**src/rtl/nibble_serial_comparator.sv**
```systemverilog
// nibble_serial_comparator
// Sequential magnitude comparator. It walks both operands one nibble per
// cycle, least-significant nibble first, and feeds a single 4-bit compare
// slice through a less/greater/equal cascade state. A nibble that differs
// overrides the cascade state, so the most-significant differing nibble
// decides the result.
//
// Optional build macro: SIGNED_CMP_EN
//   defined   : two's-complement compare. Bit 3 of the most-significant
//               nibble is inverted on both operands before that nibble is
//               compared.
//   undefined : unsigned compare, and no inversion logic is built.
//
// state  | meaning
// IDLE   | waiting for start; result outputs hold the last result
// RUN    | compares nibble cnt_q, one nibble per cycle
// FINISH | copies the cascade state to the result outputs and pulses done
module nibble_serial_comparator #(
  parameter int NIBBLES = 4
) (
  input  logic                 clk,
  input  logic                 rst,
  input  logic                 start,
  input  logic [4*NIBBLES-1:0] a,
  input  logic [4*NIBBLES-1:0] b,
  output logic                 busy,
  output logic                 done,
  output logic                 alb,
  output logic                 agb,
  output logic                 aeb
);

  localparam int W  = 4 * NIBBLES;
  // One spare bit, so the counter can reach NIBBLES without wrapping.
  localparam int CW = $clog2(NIBBLES) + 1;
  localparam logic [CW-1:0] LAST = CW'(NIBBLES - 1);

  typedef enum logic [1:0] {
    IDLE,
    RUN,
    FINISH
  } state_t;

  state_t        state_q, state_d;
  logic [CW-1:0] cnt_q, cnt_d;
  logic [W-1:0]  a_q, a_d;
  logic [W-1:0]  b_q, b_d;
  logic          c_lt_q, c_lt_d;
  logic          c_gt_q, c_gt_d;
  logic          c_eq_q, c_eq_d;
  logic          busy_q, busy_d;
  logic          done_q, done_d;
  logic          alb_q, alb_d;
  logic          agb_q, agb_d;
  logic          aeb_q, aeb_d;

  logic          last_nib;
  logic [3:0]    nib_a;
  logic [3:0]    nib_b;

  // The operand registers shift right once per RUN cycle, so the nibble
  // under test is always in bits 3:0.
  always_comb begin
    last_nib = (cnt_q == LAST);
`ifdef SIGNED_CMP_EN
    nib_a = last_nib ? {~a_q[3], a_q[2:0]} : a_q[3:0];
    nib_b = last_nib ? {~b_q[3], b_q[2:0]} : b_q[3:0];
`else
    nib_a = a_q[3:0];
    nib_b = b_q[3:0];
`endif
  end

  // Next-state, cascade update and output logic.
  always_comb begin
    state_d = state_q;
    cnt_d   = cnt_q;
    a_d     = a_q;
    b_d     = b_q;
    c_lt_d  = c_lt_q;
    c_gt_d  = c_gt_q;
    c_eq_d  = c_eq_q;
    busy_d  = busy_q;
    done_d  = 1'b0;
    alb_d   = alb_q;
    agb_d   = agb_q;
    aeb_d   = aeb_q;

    case (state_q)
      IDLE: begin
        if (start) begin
          a_d     = a;
          b_d     = b;
          c_lt_d  = 1'b0;
          c_gt_d  = 1'b0;
          c_eq_d  = 1'b1;
          cnt_d   = '0;
          busy_d  = 1'b1;
          state_d = RUN;
        end
      end
      RUN: begin
        if (nib_a > nib_b) begin
          c_gt_d = 1'b1;
          c_lt_d = 1'b0;
          c_eq_d = 1'b0;
        end else if (nib_a < nib_b) begin
          c_lt_d = 1'b1;
          c_gt_d = 1'b0;
          c_eq_d = 1'b0;
        end
        a_d   = a_q >> 4;
        b_d   = b_q >> 4;
        cnt_d = cnt_q + CW'(1);
        if (last_nib) begin
          state_d = FINISH;
        end
      end
      FINISH: begin
        alb_d   = c_lt_q;
        agb_d   = c_gt_q;
        aeb_d   = c_eq_q;
        done_d  = 1'b1;
        busy_d  = 1'b0;
        state_d = IDLE;
      end
      default: begin
        state_d = IDLE;
      end
    endcase
  end

  // State, datapath and output registers.
  always_ff @(posedge clk or posedge rst) begin
    if (rst) begin
      state_q <= IDLE;
      cnt_q   <= '0;
      a_q     <= '0;
      b_q     <= '0;
      c_lt_q  <= 1'b0;
      c_gt_q  <= 1'b0;
      c_eq_q  <= 1'b0;
      busy_q  <= 1'b0;
      done_q  <= 1'b0;
      alb_q   <= 1'b0;
      agb_q   <= 1'b0;
      aeb_q   <= 1'b0;
    end else begin
      state_q <= state_d;
      cnt_q   <= cnt_d;
      a_q     <= a_d;
      b_q     <= b_d;
      c_lt_q  <= c_lt_d;
      c_gt_q  <= c_gt_d;
      c_eq_q  <= c_eq_d;
      busy_q  <= busy_d;
      done_q  <= done_d;
      alb_q   <= alb_d;
      agb_q   <= agb_d;
      aeb_q   <= aeb_d;
    end
  end

  assign busy = busy_q;
  assign done = done_q;
  assign alb  = alb_q;
  assign agb  = agb_q;
  assign aeb  = aeb_q;

endmodule
```
**config.mk**
```make
export PLATFORM = sky130hd
export DESIGN_NAME = nibble_serial_comparator
export DESIGN_NICKNAME = d
export VERILOG_FILES = /design/src/rtl/nibble_serial_comparator.sv
export SDC_FILE = /design/constraint.sdc
export NUM_CORES = 1
export LEC_CHECK = 0
export ABC_AREA = 1
export CAP_MARGIN = 20
export CORE_MARGIN = 1
export CORE_UTILIZATION = 45
export CTS_CLUSTER_DIAMETER = 30
export DETAILED_ROUTE_END_ITERATION = 6
export PLACE_DENSITY = 0.69
export SLEW_MARGIN = 20
export SYNTH_ARGS = -nofsm -noshare
export SYNTH_HDL_FRONTEND = slang
export SYNTH_SLANG_ARGS = --single-unit
```
**constraint.sdc**
```tcl
create_clock -name clk -period 2.4 [get_ports clk]
set_input_delay 0.24 -clock clk [delete_from_list [all_inputs] [get_ports clk]]
set_output_delay 0.24 -clock clk [all_outputs]
set_load 0.05 [all_outputs]
```
==> results.json, run 1 <==
{
  "core_area_um2": 4350,
  "cts_resized": 0,
  "dieHeight_um": 69.5,
  "status": "completed",
  "drive_gt1_share_pct": 6.50,
  "place_ws_ns": 0.565,
  "syn_area_um2": 2050,
  "ys_warn_count": 0,
  "worstHoldPathType": "primary input to asynchronous set/reset pin",
  "rows": 24,
  "cts_buffers": 5,
  "maxCapViolations": 0,
  "met3_length_um": 179,
  "wl_per_cell_um": 12.6,
  "synthesis.nets": 280,
  "totalWireLength_um": 4140,
  "fin_nets": 317,
  "area_growth_pct": 24.9,
  "clk_path_buf_depth": 2,
  "viasPerCell": 5.05,
  "first_global_vias": 1646,
  "tightest_slew_ns": 0.562,
  "start_util_pct": 47.1,
  "dr.pass1.iters": 5,
  "antenna_found_initial": 0,
  "ys_seq_area_share_pct": 54.9,
  "postCtsSetupBuffers": 0,
  "seqCellArea_um2": 1130,
  "wl_met2_um": 1960,
  "synth_top_area_share_pct": 54.9,
  "clk_pin_slew_worst_paths_ns": 0.08,
  "drtIter0Drc": 84,
  "route.vias.total": 1662,
  "grt_overflow": 0,
  "ys_types": 23,
  "antenna_cells_inserted": 0,
  "nFillCells": 407,
  "ant_nets": 0,
  "die_w_um": 69.5,
  "worst-path-max-fanout": 37,
  "finalCritPeriodShare_pct": 71.3,
  "dieArea_um2": 4830,
  "required_ns": 2.58,
  "h-tree-depth": 2,
  "syn_inst": 239,
  "m1WireLength_um": 1980,
  "clkLatencyLatePin_ns": 0.30,
  "p_leak_nw": 1.23,
  "grtUsageTotal_pct": 19.2,
  "setup_ws_ns": 0.689,
  "ir_worst_vdd_v": 0.000698,
  "rsz0062_at_grt": "false",
  "critical_path.startpoint_type": "flop",
  "fin_tns_setup_ns": 0,
  "ys_ff_latch": 45,
  "portBuffers": 39,
  "hold_buffers": 0,
  "fin_crit_ns": 1.71,
  "critPathCaptureType": "flop",
  "avgSynthCellArea_um2": 8.59,
  "drc": 0,
  "dp_hpwl_um": 2770,
  "grt_pass1_wl_um": 7300,
  "final-hold-violation-count": 0,
  "clock.fmax_mhz": 584,
  "relSlewSlack_pct": 62.5,
  "cts.sinks": 45,
  "finClkSkew_ns": 0.0103,
  "slew_violations": 0,
  "synthTopCellsByArea": "dfrtp_1 55%, nand2_1 12%, a21oi_1 8.5%",
  "critPathKind": "flop to flop",
  "synth_area_leader_cell": "dfrtp_1",
  "multi_input_area_um2": 800,
  "p_per_area_nw_per_um2": 1320,
  "ioPinCount": 40,
  "gp_congestion": 0.754,
  "grt_max_degree": 46,
  "crit_arrival_ns": 1.89,
  "setup_viol": 0,
  "root_buffer": "clkbuf_8",
  "cts_tree": "built",
  "dr.max_layer_used": "met4"
}
==> per-stage QoR <==
step / hold WS, ns / instance area [um2] / power [mW] / util, % / instances
floorplan: 0.378 / 2050 / 2.54 / - / 239
global placement: 0.453 / 2460 / 2.84 / 56.5 / 321
detailed placement: 0.459 / 2460 / 2.89 / 56.5 / 321
CTS: 0.402 / 2560 / 3.40 / 58.9 / 329
global route: 0.446 / 2560 / 3.71 / 58.9 / 329
finish: 0.376 / 2560 / 3.38 / 58.9 / 329
==> state kept, by name, summed over array words and instances (netlist names) <==
name,flops
c_eq_q,1
aeb,1
b_q,16
alb,1
c_lt_q,1
a_q,16
cnt_q,3
state_q,2
done,1
busy,1
agb,1
c_gt_q,1
==> final timing paths <==
path	startpoint	end	slack, ns	cells after the start
setup / recovery	state_q[0]	b_q[0]	0.69	4
hold / removal	rst	busy	0.38	3
setup reg to reg	state_q[0]	b_q[0]	0.69	4
hold reg to reg	c_lt_q	c_lt_q	0.47	2
max in group asynchronous	rst	a_q[6]	1.64	3
min in group clk	c_lt_q	c_lt_q	0.47	2
==> per-layer routing <==
metal  vias up  GRT usage [%]
met3         2           5.23
met2        40           30.9
li1        846              -
met4         0           5.22
met1       774           25.6
met5         -              0
==> cell families (layout without fill, tap and decap cells) <==
group	count (synthesis)	after routing	share of synthesized area, %
AO/OA/AOI/OAI	53	53	14.1
flip-flops	45	45	54.9
adder cells (fa/ha/maj)	6	6	3.66
AND/OR/NAND/NOR	107	107	21.2
buffers and inverters	28	66	6.16
==> final cells by class <==
| class | instances | area share [%] |
|---|---|---|
| Clock buffer | 7 | 3.76 |
| Clock inverter | 1 | 0.195 |
| Inverter | 17 | 2.54 |
| Multi-Input combinational cell | 166 | 31.2 |
| Sequential cell | 45 | 43.9 |
| Tap cell | 52 | 2.54 |
| Timing Repair Buffer | 41 | 15.8 |
==> cells in the final DEF, fill, tap and decap left out, drive strengths merged <==
master         synthesis  routed
clkinv                 1       3
nand4                  1       1
dfrtp                 45      45
nand2                 71      71
o21ai                 12      12
clkbuf                 4       7
buf                    7       2
o22ai                  1       1
a22o                   1       1
a21oi                 35      35
inv                   16      15
ha                     6       6
nand3                  9       9
nor2                  25      25
clkdlybuf4s50          0      39
nor3                   1       1
a22oi                  4       4
==> power breakdown <==
| part | internal (mW) | total (mW) | switching, mW |
|---|---|---|---|
| combinational | 0.559 | 1.55 | 0.986 |
| clock | 0.260 | 0.511 | 0.250 |
| sequential | 1.13 | 1.32 | 0.189 |
==> worst max-delay path: stages, from the launching register on <==
cell	delay, ns
dfrtp_1	0.44
nand2_4	0.33
clkinv_2	0.42
a21oi_1	0.30
a21oi_1	0.10
==> cells in the mapped netlist <==
master and instances:
clkinv_2 1, ha_1 6, nand2_4 2, a21oi_1 35
nand4_1 1, buf_2 4, o22ai_1 1, buf_6 1
clkbuf_1 4, nand2_1 68, inv_1 14, o21ai_1 4
nand2_2 1, o21ai_0 8, inv_2 2, buf_4 2
a22o_1 1, nand3_1 9, a22oi_1 2, nor2_1 25
nor3_1 1, dfrtp_1 45, a22oi_2 2
Power figures use the tool's default switching activity.
==> run 2: changes to the inputs <==
Settings changed: PLACE_DENSITY 0.69 to 0.72.
Clock period 2.4 ns to 1.5 ns, I/O delays scaled along.
==> run 2 against run 1 <==
Net effect:
- first-iteration DRC count grew 1.2%
- largest cell class unchanged
- routed wire length shrank 3.2%
- critical path type unchanged
- sequential power up 61%
- flip-flop and latch count unchanged
- count of clock-buffer cells in the layout stayed put
- fmax rose by 30%
- total power increased by 67%
- combinational power increased by 67%
==> results.json, run 2 (synthesized netlist as in run 1, its figures left out) <==
{
  "tightest_slew_ns": 0.273,
  "fin_crit_ns": 1.32,
  "ioPinCount": 40,
  "critPathCaptureType": "flop",
  "dieArea_um2": 4830,
  "place_ws_ns": 0.0792,
  "ir_worst_vdd_v": 0.000784,
  "critPathKind": "flop to flop",
  "finalCritPeriodShare_pct": 87.8,
  "r2r-end": "c_gt_q",
  "worstHoldPathType": "primary input to asynchronous set/reset pin",
  "drive_gt1_share_pct": 9.93,
  "dr.pass1.iters": 4,
  "ant_nets": 0,
  "status": "completed",
  "die_w_um": 69.5,
  "clk_path_buf_depth": 2,
  "cts_tree": "built",
  "grt_overflow": 0,
  "final_cells": 334,
  "final_common_cell": "nand2_1",
  "setup_ws_ns": 0.182,
  "place_area_um2": 2510,
  "fin_tns_setup_ns": 0,
  "cp_slowest_cell": "dfrtp_1",
  "nFillCells": 391,
  "viasPerCell": 4.96,
  "totalWireLength_um": 4010,
  "gp_congestion": 0.767,
  "wl_per_cell_um": 12.0,
  "required_ns": 1.69,
  "rsz0062_at_grt": "false",
  "reg_top3": "a_q (16), b_q (16), cnt_q (3)",
  "postLayoutCellArea_um2": 2630,
  "root_buffer": "clkbuf_8",
  "cp-endpoint": "c_gt_q",
  "start_util_pct": 47.1,
  "dp.cells": 326,
  "startpoint": "a_q[3]",
  "grtUsageTotal_pct": 18.9,
  "critical_path.startpoint_type": "flop",
  "clk_pin_slew_worst_paths_ns": 0.08,
  "dieHeight_um": 69.5,
  "p_leak_nw": 1.28,
  "path_common_cell": "nand2_1",
  "crit_arrival_ns": 1.51,
  "route.vias.total": 1657,
  "fin_nets": 322,
  "core_area_um2": 4350,
  "clock.fmax_mhz": 759,
  "clkLatencyLatePin_ns": 0.30,
  "relSlewSlack_pct": 81.8,
  "grt_pass1_wl_um": 7110,
  "r2r_slack_ns": 0.18,
  "setup_viol": 0,
  "slew_violations": 0,
  "area_growth_pct": 28.2,
  "antenna_found_initial": 0,
  "cp_cell_sequence": "ha_1 -> nand2_2 -> inv_1 -> a21oi_1 -> nor2_1 -> nand2_1 -> nand2_1",
  "dp_hpwl_um": 2690,
  "maxCapViolations": 0,
  "max_stage_delay_ns": 0.40,
  "rows": 24,
  "portBuffers": 39,
  "postCtsSetupBuffers": 0,
  "cts.sinks": 45,
  "p_per_area_nw_per_um2": 2140,
  "final-hold-violation-count": 0,
  "first_global_vias": 1623,
  "grt_max_degree": 46,
  "drtIter0Drc": 85,
  "r2r-start": "a_q[3]",
  "r2r_cells": 7,
  "cts_buffers": 5,
  "antenna_cells_inserted": 0,
  "drc": 0,
  "worst-path-max-fanout": 3,
  "layout_common_cells": "67 x nand2_1, 45 x dfrtp_1, 35 x a21oi_1",
  "h-tree-depth": 2,
  "finClkSkew_ns": 0.00521
}
[run 2: worst min-delay path by stage]
stage | startpoint | to | slack (ns) | cells past startpoint
2_1_floorplan | a[12] | a_q[12] | 0.29 | 2
3_3_place_gp | c_eq_q | c_eq_q | 0.46 | 2
3_5_place_dp | c_lt_q | c_lt_q | 0.46 | 2
4_1_cts | rst | b_q[15] | 0.20 | 3
5_1_grt | rst | aeb | 0.22 | 3
6_report | rst | aeb | 0.18 | 3
[run 2: critical path, delay by kind of cell (launching register included)]
family,cells,cell delay [ns]
fa+ha+maj,1,0.33
buf+inv,1,0.05
flops,1,0.40
simple gates,4,0.25
compound gates,1,0.19
[run 2: cell type report]
type	count	area [um2]	share of cell area, %
Clock buffer	7	86.3	3.28
Clock inverter	1	30.0	1.14
Inverter	17	66.3	2.52
Multi-Input combinational cell	166	802	30.5
Sequential cell	45	1130	42.8
Tap cell	52	65.1	2.47
Timing Repair Buffer	46	455	17.3
[run 2: stage by stage]
stage | hold WS (ns) | power, mW | util [%]
2_1_floorplan | 0.288 | 4.06 | -
3_3_place_gp | 0.455 | 4.63 | 57.7
3_5_place_dp | 0.460 | 4.72 | 57.7
4_1_cts | 0.199 | 5.67 | 60.3
5_1_grt | 0.217 | 6.20 | 60.4
6_report | 0.181 | 5.64 | 60.4
[run 2: per-layer routing]
layer  track usage (%)  up-vias  part of all wire, %
met3              5.38        7                  3.7
met2              30.9       30                   48
met1              24.1      761                   47
met5                 0        -                    0
li1                  -      859                    -
met4              6.80        0                  1.8
[run 2: where the power goes]
group	switching, mW	total (mW)	internal [mW]
combinational	1.60	2.59	0.983
sequential	0.303	2.12	1.82
clock	0.391	0.934	0.543
[run 2: timing repair]
action / in CTS / in global routing
hold buffers: 0 / 0
gates resized for setup: 0 / 2
endpoints found under the hold margin: 0 / 0
setup endpoints to repair: 0 / 11
